## src/rtl/instr_fetch_pkg.sv

```systemverilog
// Shared fetch-stage definitions: FSM state encodings, reset PC default,
// opcode constants shared with decoder/control, and the held-instruction record.
package instr_fetch_pkg;

  localparam logic [31:0] IF_RESET_PC = 32'h0000_0000;

  localparam logic [5:0] OPC_J   = 6'h02;
  localparam logic [5:0] OPC_BEQ = 6'h04;

  typedef enum logic [1:0] {
    IF_IDLE  = 2'd0,
    IF_FETCH = 2'd1,
    IF_HOLD  = 2'd2
  } if_state_e;

  // Word handed to the decoder together with the PC it was fetched from.
  typedef struct packed {
    logic [31:0] word;
    logic [31:0] pc;
  } if_instr_t;

  // Low two address bits carry no information for word fetches.
  function automatic logic [31:0] if_word_align(input logic [31:0] a);
    return a & 32'hFFFF_FFFC;
  endfunction

endpackage

```

## src/rtl/instr_fetch_target_calc.sv

```systemverilog
// Combinational redirect target.
//   redir_pc    : PC of the redirecting instruction (bits[1:0] ignored)
//   redir_sel   : 0 = branch, 1 = jump
//   redir_const : branch immediate, word offset relative to pc+4
//   redir_addr  : jump word address within the current 256MB region
//   target      : selected target, arithmetic wraps mod 2^32
module if_target_calc
  import instr_fetch_pkg::*;
(
  input  logic [31:0] redir_pc,
  input  logic        redir_sel,
  input  logic [15:0] redir_const,
  input  logic [25:0] redir_addr,
  output logic [31:0] target
);

  logic [31:0] pc4;
  logic [31:0] boff;

  always_comb begin
    pc4    = if_word_align(redir_pc) + 32'd4;
    boff   = {{14{redir_const[15]}}, redir_const, 2'b00};
    target = redir_sel ? {pc4[31:28], redir_addr, 2'b00} : (pc4 + boff);
  end

endmodule

```

## src/rtl/instr_fetch.sv

```systemverilog
// Instruction fetch stage.
//   clk, rst          : clock, synchronous active-high reset
//   imem_req/addr     : word request to instruction memory, held until ack
//   imem_ack/rdata    : one-cycle ack with data
//   InstrReg/InstrPC  : fetched word and its PC, qualified by instr_valid
//   dec_ready         : decoder accepts on instr_valid & dec_ready
//   redirect/redir_*  : one-cycle PC redirect (branch or jump)
//   fetch_cnt         : instructions accepted by the decoder
module instr_fetch
  import instr_fetch_pkg::*;
#(
  parameter logic [31:0] RESET_PC = IF_RESET_PC,
  parameter int          IMEM_AW  = 32
) (
  input  logic               clk,
  input  logic               rst,
  output logic               imem_req,
  output logic [IMEM_AW-1:0] imem_addr,
  input  logic               imem_ack,
  input  logic [31:0]        imem_rdata,
  output logic [31:0]        InstrReg,
  output logic [31:0]        InstrPC,
  output logic               instr_valid,
  input  logic               dec_ready,
  input  logic               redirect,
  input  logic               redir_sel,
  input  logic [31:0]        redir_pc,
  input  logic [15:0]        redir_const,
  input  logic [25:0]        redir_addr,
  output logic [31:0]        fetch_cnt
);

  if_state_e   state, state_n;
  logic [31:0] pc;
  logic [31:0] stale_addr;
  logic        discard;
  if_instr_t   held;
  logic [31:0] target;
  logic [31:0] addr_full;

  logic load;       // capture imem_rdata into the held slot
  logic accept;     // decoder takes the held word
  logic clr_valid;  // held word consumed with no refill
  logic clr_disc;   // stale ack has arrived

  if_target_calc u_tgt (
    .redir_pc    (redir_pc),
    .redir_sel   (redir_sel),
    .redir_const (redir_const),
    .redir_addr  (redir_addr),
    .target      (target)
  );

  // While a pre-redirect request is still in flight the bus must keep
  // showing its original address; pc already holds the new target.
  assign addr_full = discard ? stale_addr : pc;
  assign imem_addr = addr_full[IMEM_AW-1:0];
  assign InstrReg  = held.word;
  assign InstrPC   = held.pc;

  always_ff @(posedge clk) begin
    if (rst) state <= IF_IDLE;
    else     state <= state_n;
  end

  always_comb begin
    state_n   = state;
    imem_req  = 1'b0;
    load      = 1'b0;
    accept    = 1'b0;
    clr_valid = 1'b0;
    clr_disc  = 1'b0;
    case (state)
      IF_IDLE: state_n = IF_FETCH;
      IF_FETCH: begin
        imem_req = 1'b1;
        if (imem_ack) begin
          if (discard) begin
            clr_disc = 1'b1;
          end else begin
            load    = 1'b1;
            state_n = IF_HOLD;
          end
        end
      end
      IF_HOLD: begin
        // Request the next word in the same cycle the decoder drains this
        // one, so a same-cycle ack sustains one instruction per cycle.
        if (dec_ready) begin
          imem_req = 1'b1;
          accept   = 1'b1;
          if (imem_ack) begin
            load = 1'b1;
          end else begin
            clr_valid = 1'b1;
            state_n   = IF_FETCH;
          end
        end
      end
      default: state_n = IF_IDLE;
    endcase
    if (redirect) state_n = IF_FETCH;
  end

  always_ff @(posedge clk) begin
    if (rst) begin
      pc          <= RESET_PC;
      stale_addr  <= '0;
      discard     <= 1'b0;
      held        <= '0;
      instr_valid <= 1'b0;
      fetch_cnt   <= '0;
    end else if (redirect) begin
      // Held word and any same-cycle ack data are dropped.
      pc          <= target;
      instr_valid <= 1'b0;
      if (imem_req && !imem_ack) begin
        discard    <= 1'b1;
        stale_addr <= addr_full;
      end else begin
        discard    <= 1'b0;
      end
    end else begin
      if (load) begin
        held        <= '{word: imem_rdata, pc: pc};
        instr_valid <= 1'b1;
        pc          <= pc + 32'd4;
      end else if (clr_valid) begin
        instr_valid <= 1'b0;
      end
      if (clr_disc) discard   <= 1'b0;
      if (accept)   fetch_cnt <= fetch_cnt + 32'd1;
    end
  end

endmodule

```

## config.mk

```make
export PLATFORM = sky130hd
export DESIGN_NAME = instr_fetch
export DESIGN_NICKNAME = d
export VERILOG_FILES = /design/src/rtl/instr_fetch_pkg.sv /design/src/rtl/instr_fetch_target_calc.sv /design/src/rtl/instr_fetch.sv
export SDC_FILE = /design/constraint.sdc
export NUM_CORES = 1
export LEC_CHECK = 0
export CAP_MARGIN = 20
export CORE_UTILIZATION = 50
export DETAILED_ROUTE_END_ITERATION = 10
export MAX_ROUTING_LAYER = met4
export PLACE_DENSITY = 0.82
export SLEW_MARGIN = 10
export SYNTH_ARGS = -nofsm -noshare
export SYNTH_HDL_FRONTEND = slang
export SYNTH_SLANG_ARGS = --single-unit
```

## constraint.sdc

```tcl
create_clock -name clk -period 5.5 [get_ports clk]
set_clock_uncertainty 0.15 [all_clocks]
set_input_delay 1.1 -clock clk [delete_from_list [all_inputs] [get_ports clk]]
set_output_delay 1.1 -clock clk [all_outputs]
set_load 0.02 [all_outputs]
```

### After elaboration in Yosys (flattened, before gate mapping)

Index checks and enable logic that the tools add are counted.

* add/sub/neg operators: 4
* eq/ne operators: 10
* muxes and demuxes: 29
* bitwise operators: 1
* reduce and logical (&&, ||, !) cells: 12

Operators by type and width (count)
* $mux 32: 4
* $add 32x3->32 const B: 2
* $add 32x1->32 const B: 1
* $add 32x32->32: 1
* $mux 1: 18
* $ne 3x3->1 const B: 4
* $mux 2: 4
* $ne 2x2->1 const B: 4
* $reduce_and 4->1: 2
* $pmux 2 s3: 1
* $reduce_and 2->1: 3
* $reduce_bool 2->1: 3
* $pmux 1 s2: 2
* $eq 2x1->1 const B: 1
* $eq 2x2->1 const B: 1
* $logic_not 2->1: 1
* $reduce_or 2->1: 1
* $logic_and 1x1->1: 1
* $logic_not 1->1: 1
* $not 1->1: 1

* register bits: 164
* input bits: 112
* output and inout bits: 130
* word-level logic and storage cells: 65

### Longest topological paths before layout

Gate-level depths: netlist of the first run.

* word-level depth: 5
* depth in mapped cells: 17

### Cells and area by module

A second synthesis of the first run with hierarchy kept.

* cells, all modules: 1188
* area total of the unflattened synthesis: 9600.5 um^2

By module, submodules not included
* instr_fetch: times used 1, cells an instance 833, area each 7154.4 um^2
* if_target_calc: times used 1, cells an instance 355, area each 2446.1 um^2

### Worst setup path before layout of the first run

Ideal clock, no wire load.

* kind: input-to-reg
* start: input redir_pc[5]
* end: register pc[23]
* setup time: 86 ps
* arrival: 4122 ps
* required time: 5264 ps
* setup slack: 1143 ps
* stages on the path: 16
* cell sequence: and4_1 and2_1 buf_2 nand3_1 nor2_1 nand2_1 xnor2_1 ha_1 o21a_1 o22a_1 or3_1 a21o_1 a21oi_1 xor2_1 o211a_1 a211oi_1

* word-level cells in the longest chain between the ends: 4

RTL lines
* start: declaration: RTL line instr_fetch.sv:27 `input logic [31:0] redir_pc,`
* $add 32x3->32: RTL line instr_fetch_target_calc.sv:21 `pc4 = if_word_align(redir_pc) + 32'd4;`
* $add 32x32->32: RTL line instr_fetch_target_calc.sv:23 `target = redir_sel ? {pc4[31:28], redir_addr, 2'b00} : (pc4 + boff);`
* $mux 32: RTL line instr_fetch_target_calc.sv:23
* $mux 32: RTL line instr_fetch.sv:113 `end else if (redirect) begin`
* end signal: assignment: RTL line instr_fetch.sv:115 `pc <= target;`
* end signal: assignment: RTL line instr_fetch.sv:127 `pc <= pc + 32'd4;`
* end: declaration: RTL line instr_fetch.sv:34 `logic [31:0] pc;`

Every way passes these cells.
A chain may end at the register's enable or synchronous reset.

### Final worst setup path of the first run

* start: input redir_pc[9]
* end: register pc[26]

The elaborated chain is that of the path after synthesis.

==> results.ini, run 1 <==
[job]
cap_violations=0

[grt]
track_usage_pct=25.6
grt_pass1_wl_microns=36900
first_global_vias=7679
grt_max_degree=94
overflow=0
antenna_found_initial=0

[worst_hold_path]
hold_path_depth=2
hp-class=reg2reg

[finish]
fillers=1480
drive_gt1_share_pct=7.02
fin_nets=1481
final_common_cell=clkdlybuf4s50_1
antenna_cells=0
design_area_sq_mm=0.0122
area_growth_pct=33.5
final_cell_mix=clkdlybuf4s50_1, nand2_1, dfxtp_1

[die]
fp.dieW_microns=137
die_area_sq_mm=0.0188
initial_utilization_pct=51.0
io_pins=242
die_h_microns=137
row_count=49
core_region_area_sq_mm=0.0179

[synth]
ys_types=66
avgSynthCellArea_sq_um=8.14
synth_edf_count=0
ys_seq_area_share_pct=35.1
synth_cells=1122
async_reset_ff_share_pct=0
ys.flop_type=dfxtp_1
yosys_warnings=0
ys_seq_elements=160
synth_area_sq_mm=0.00913

[setup_path]
path_depth=18
reg2regPathDepth=10
critical_path_buf_inv_count=2
worstSetupStartpointType=input port
cpPeakStageDelay_ps=570
cp_max_fo=6
slowest_stage=clkdlybuf4s50_1
end_kind=flop
crit_family=compound AO/OA/AOI/OAI gates
cp.required_ps=5690
crit_arrival_ps=4960
crit_chain=clkdlybuf4s50_1 > nand4_1 > nor2_1 > nand4_1 > nor2_1 > buf_4 > nand2_1 > xnor2_1 > ha_1 > a21o_1 > a21o_1 > a21oi_1 > o2111ai_1 > a211oi_1 > a211oi_2 > xnor2_1 > o211a_1 > nor3_1
worstSetupPathType=in2reg

[cts]
clockBufferDepth=2
cts_tree=yes
post_cts.repair.setup_buffers=0
clock-root-buffer=clkbuf_16
hold_buffers=0
clk_latency_ps=420
cts_htree_levels=4
cts_resized=0
clkTransAtPathRegs_ps=70
cts_made_buffers=17
cts.sinks=160

[sta]
setup_violations=0
finalCriticalPeriod_ps=4770
worst_slew_pin_slew_ps=989
fmax_mhz=210
maxSlewViolCount=0
final.setup.tns_ps=0
rsz0062_at_grt=false
finalCritPeriodShare_pct=86.7
hold_viol_final=0
maxSlewHeadroom_pct=34.1

[routing]
drcViolationCount=0
via_per_inst=5.34
antenna_left=0
finalWirelength_microns=23800
num_vias=8366
drt_pass1_iterations=5
wl_per_cell_microns=15.2
detail_route.iter0.violations=350

[place]
io_buffers=237
gp_congestion=0.861
dpl_cell_area_sq_mm=0.0116
dp.final_hpwl_microns=17700

[power]
leakage_nw=4.58
ir_worst_vdd_uv=267
power_density_mw_per_mm2=248

[status]
status=finished clean

stage by stage:
step	setup slack [ps]	power [mW]	hold slack [ps]	util (%)	cells
2_1_floorplan	1140	1.63	271	-	1123
3_3_place_gp	462	1.86	285	64.8	1537
3_5_place_dp	376	1.87	292	64.8	1537
4_1_cts	784	3.03	304	68.1	1568
5_1_grt	432	3.15	319	68.1	1568
6_report	732	3.02	302	68.1	1568
where the power goes:
group | switching [mW] | leakage [nW] | internal [mW]
Combinational | 0.316 | 3.02 | 0.293
Sequential | 0.0432 | 1.30 | 1.20
Clock | 0.497 | 0.269 | 0.677
Total | 0.857 | 4.58 | 2.17
worst reg2reg max path: stages (launching register included):
cell and delay, ps:
dfxtp_1 540, buf_4 350, nor2_1 210, o211a_1 420, nand3_1 250, nor3_1 540
nand2_1 130, xnor2_1 180, nor2_1 60, a211o_1 280, a21oi_1 100
layout make-up:
cell class                 instances  area, sq um  share of cell area, %
clock buffer                      18          429                   3.52
timing repair buffer             247         2430                   20.0
clock inverter                    13          155                   1.27
tap                              229          287                   2.35
sequential                       160         3200                   26.3
inverter                          13         48.8                  0.400
multi-input combinational        888         5630                   46.2
routing by layer:
metal / vias up / wire length, microns / global-route usage [%]
met3: 23 / 1420 / 4.22
li1: 4289 / - / -
met1: 3791 / 10800 / 31.9
met4: 0 / 339 / 7.81
met5: - / 0 / -
met2: 263 / 11300 / 42.1
kinds of logic after synthesis:
family	share of synthesized area, %
adders and majority gates	5.84
muxes	7.76
xor gates and xnor gates	10.6
DFF	35.1
buffers and inverters	3.33
and+or+nand+nor	22.2
other	0.0411
AOI/OAI and AO/OA	15.1
Yosys cell counts, drive strengths merged (28+ instances only):
library cell,n,area [sq um]
nand3,30,163
ha,41,513
nand2,200,751
nor2,119,457
clkbuf,48,180
xnor2,65,569
mux2,30,338
mux2i,37,370
xor2,46,403
o21ai,28,144
and3,29,186
dfxtp,160,3200
a21oi,105,529
worst paths after layout:
| check | from | endpoint | slack [ps] |
|---|---|---|---|
| setup / recovery | redir_pc[9] | pc[26]$_SDFFE_PP0N_ | 730 |
| hold / removal | InstrPC[9]$_SDFFE_PP0P_ | InstrPC[9]$_SDFFE_PP0P_ | 300 |
| setup reg to reg | discard$_SDFFE_PP0P_ | pc[30]$_SDFFE_PP0N_ | 2240 |
| hold reg to reg | InstrPC[9]$_SDFFE_PP0P_ | InstrPC[9]$_SDFFE_PP0P_ | 300 |
flip-flops by register name, indices dropped and copies added (netlist names):
signal / cells
fetch_cnt: 32
pc: 30
discard: 1
stale_addr: 32
InstrReg: 32
instr_valid: 1
InstrPC: 30
state: 2
Note: power is estimated with default switching activity, not from simulation.
==> run 2, diff against run 1 <==
ABC_AREA = 1   (was unset)
CAP_MARGIN = 30   (was 20)
CORE_UTILIZATION = 51   (was 50)
PLACE_DENSITY = 0.81   (was 0.82)
==> run 2 against run 1 <==
Total power is 8.0% higher. Synthesized area grew 15%. Combinational power up 30%.
==> results.ini, run 2 <==
[place]
post-place-ws_ps=686
dpl_cell_area_sq_mm=0.0130
io_buffers=237
dp.final_hpwl_microns=24000
gp_congestion=0.940

[grt]
grtUsageMet3_pct=5.13
track_usage_pct=30.7
gr-usage-met1_pct=38.5
grt_pass1_wl_microns=51300
gr-usage-met2_pct=50.0
antenna_found_initial=0
grt_max_degree=82
first_global_vias=10500
gr-max-usage-layer=met2
overflow=0

[synth]
synthTopCellsByArea=dfxtp_1, nand2_1, o21ai_0
ys_seq_elements=160
synth_top_cell_by_area=dfxtp_1
synth_top_cell_area_share_pct=30.6
yosys_warnings=0
ys.flop_type=dfxtp_1
ys_seq_area_share_pct=30.6
synthTopCellsByCount=nand2_1, nor2_1, o21ai_0, inv_1, dfxtp_1
synth.most_common_cell=nand2_1
ys_types=46
synth_cells=1646
synth_edf_count=0
async_reset_ff_share_pct=0
avgSynthCellArea_sq_um=6.36
synth_area_sq_mm=0.0105

[sta]
fmax_mhz=226
setup_violations=0
finalCriticalPeriod_ps=4430
setup_ws_ps=1070
maxSlewHeadroom_pct=43.1
hold_viol_final=0
maxSlewViolCount=0
final.setup.tns_ps=0
rsz0062_at_grt=false
finalCritPeriodShare_pct=80.6
worst_slew_pin_slew_ps=851

[die]
die_area_sq_mm=0.0211
row_count=52
core_region_area_sq_mm=0.0202
fp.dieW_microns=145
io_pins=242
die_h_microns=145
initial_utilization_pct=51.9

[cts]
cts_htree_levels=4
clock-root-buffer=clkbuf_16
hold_buffers=0
post_cts.repair.setup_buffers=0
cts_tree=yes
cts_made_buffers=17
cts.sinks=160
clk_latency_ps=430
clkTransAtPathRegs_ps=70
cts_resized=0
clockBufferDepth=2

[finish]
design_area_sq_mm=0.0136
final_cell_mix=nand2_1, clkdlybuf4s50_1, nor2_1
antenna_cells=0
ff_latch_area_sq_mm=0.00320
final_common_cell=nand2_1
fillers=1812
fin_nets=2003
drive_gt1_share_pct=4.62
multiInputGateArea_sq_mm=0.00625
area_growth_pct=29.9
postLayoutCoreUtil_pct=67.4

[routing]
detail_route.iter0.violations=989
finalWirelength_microns=31600
drt_pass1_iterations=6
num_vias=11500
wl_per_cell_microns=14.8
antenna_left=0
via_per_inst=5.40
drcViolationCount=0

[power]
combPwrFrac_pct=24.2
seqPwrFrac_pct=39.3
internal-power_mw=2.19
clkPwrFrac_pct=36.6
ir_worst_vdd_uv=151
p_sw_mw=1.07
power_density_mw_per_mm2=240
switching_share_pct=32.8
power_mw=3.26
leakage_nw=5.59

[setup_path]
crit_arrival_ps=4610
cpPeakStageDelay_ps=540
worstSetupPathType=in2reg
cp_max_fo=6
reg2regPathDepth=12
cp.required_ps=5670
cpMostUsedCell=nand2_1
crit_chain=clkdlybuf4s50_1 > nand2_1 > nor2_2 > nand2_1 > inv_1 > nand4_1 > nor4_1 > nand4_1 > xor2_1 > inv_1 > ha_1 > nand2_1 > nor3_1 > nand2_1 > nor4_1 > nand2_1 > nand3_1 > nand3_1 > nand2_1 > a21oi_1
end_kind=flop
worstSetupStartpointType=input port
slowest_stage=clkdlybuf4s50_1

[job]
cap_violations=0

[worst_hold_path]
hold_path_depth=2
hp-class=reg2reg

[status]
status=finished clean

run 2: cell count changes after synthesis, moves of 17 or more:
cell,previous run,this run
mux2i_1,37,0
o21ai_0,27,196
nor3_1,9,35
nor2_1,117,236
a211oi_1,17,0
inv_1,12,194
and3_1,28,1
xnor2_1,65,22
nand3_1,29,82
nand2_1,200,334
mux2_2,30,0
run 2: final cells by class:
cell class,instances,area share [%]
Clock buffer,17,3.13
Timing Repair Buffer,246,18.0
Multi-Input combinational cell,1222,46.0
Sequential cell,160,23.6
Clock inverter,15,1.26
Tap cell,270,2.49
Inverter,202,5.58
run 2: critical path: cells and delay by family:
family	cells	cell delay, ps
simple gates	14	2140
buf+inv	3	700
fa+ha+maj	1	390
xor+xnor	1	180
compound gates	1	70
run 2: path summary, 6_finish.rpt:
kind / slack [ps] / to / startpoint
setup / recovery: 1070 / pc[30]$_SDFFE_PP0N_ / redir_pc[4]
hold / removal: 300 / stale_addr[25]$_SDFFE_PP0P_ / stale_addr[25]$_SDFFE_PP0P_
setup reg to reg: 2690 / pc[8]$_SDFFE_PP0N_ / state[0]$_SDFFE_PP0P_
hold reg to reg: 300 / stale_addr[25]$_SDFFE_PP0P_ / stale_addr[25]$_SDFFE_PP0P_
run 2: through the flow:
stage | instances | hold slack (ps)
2_1_floorplan | 1647 | 274
3_3_place_gp | 2100 | 282
3_5_place_dp | 2100 | 285
4_1_cts | 2132 | 295
5_1_grt | 2132 | 314
6_report | 2132 | 295
run 2: power groups by stage:
stage	registers (mW)	clock network [mW]	logic, mW
finish	1.28	1.19	0.789
global route	1.29	1.25	0.869
CTS	1.28	1.20	0.782
detailed placement	1.30	0	0.776
global placement	1.30	0	0.764
floorplan	1.32	0	0.432
run 2: kinds of logic after synthesis:
kind of cell    synth area share (%)
xor+xnor                        5.27
compound gates                  18.0
flops                           30.6
buf+inv                         9.71
simple gates                    31.2
fa+ha+maj                       5.10
other cells                   0.0358
run 2: per-layer routing:
layer  vias up  share of wire [%]
li1       5768                  -
met1      5218                 43
met2       466                 47
met3        68                7.4
met4         0                2.6
met5         -                  0
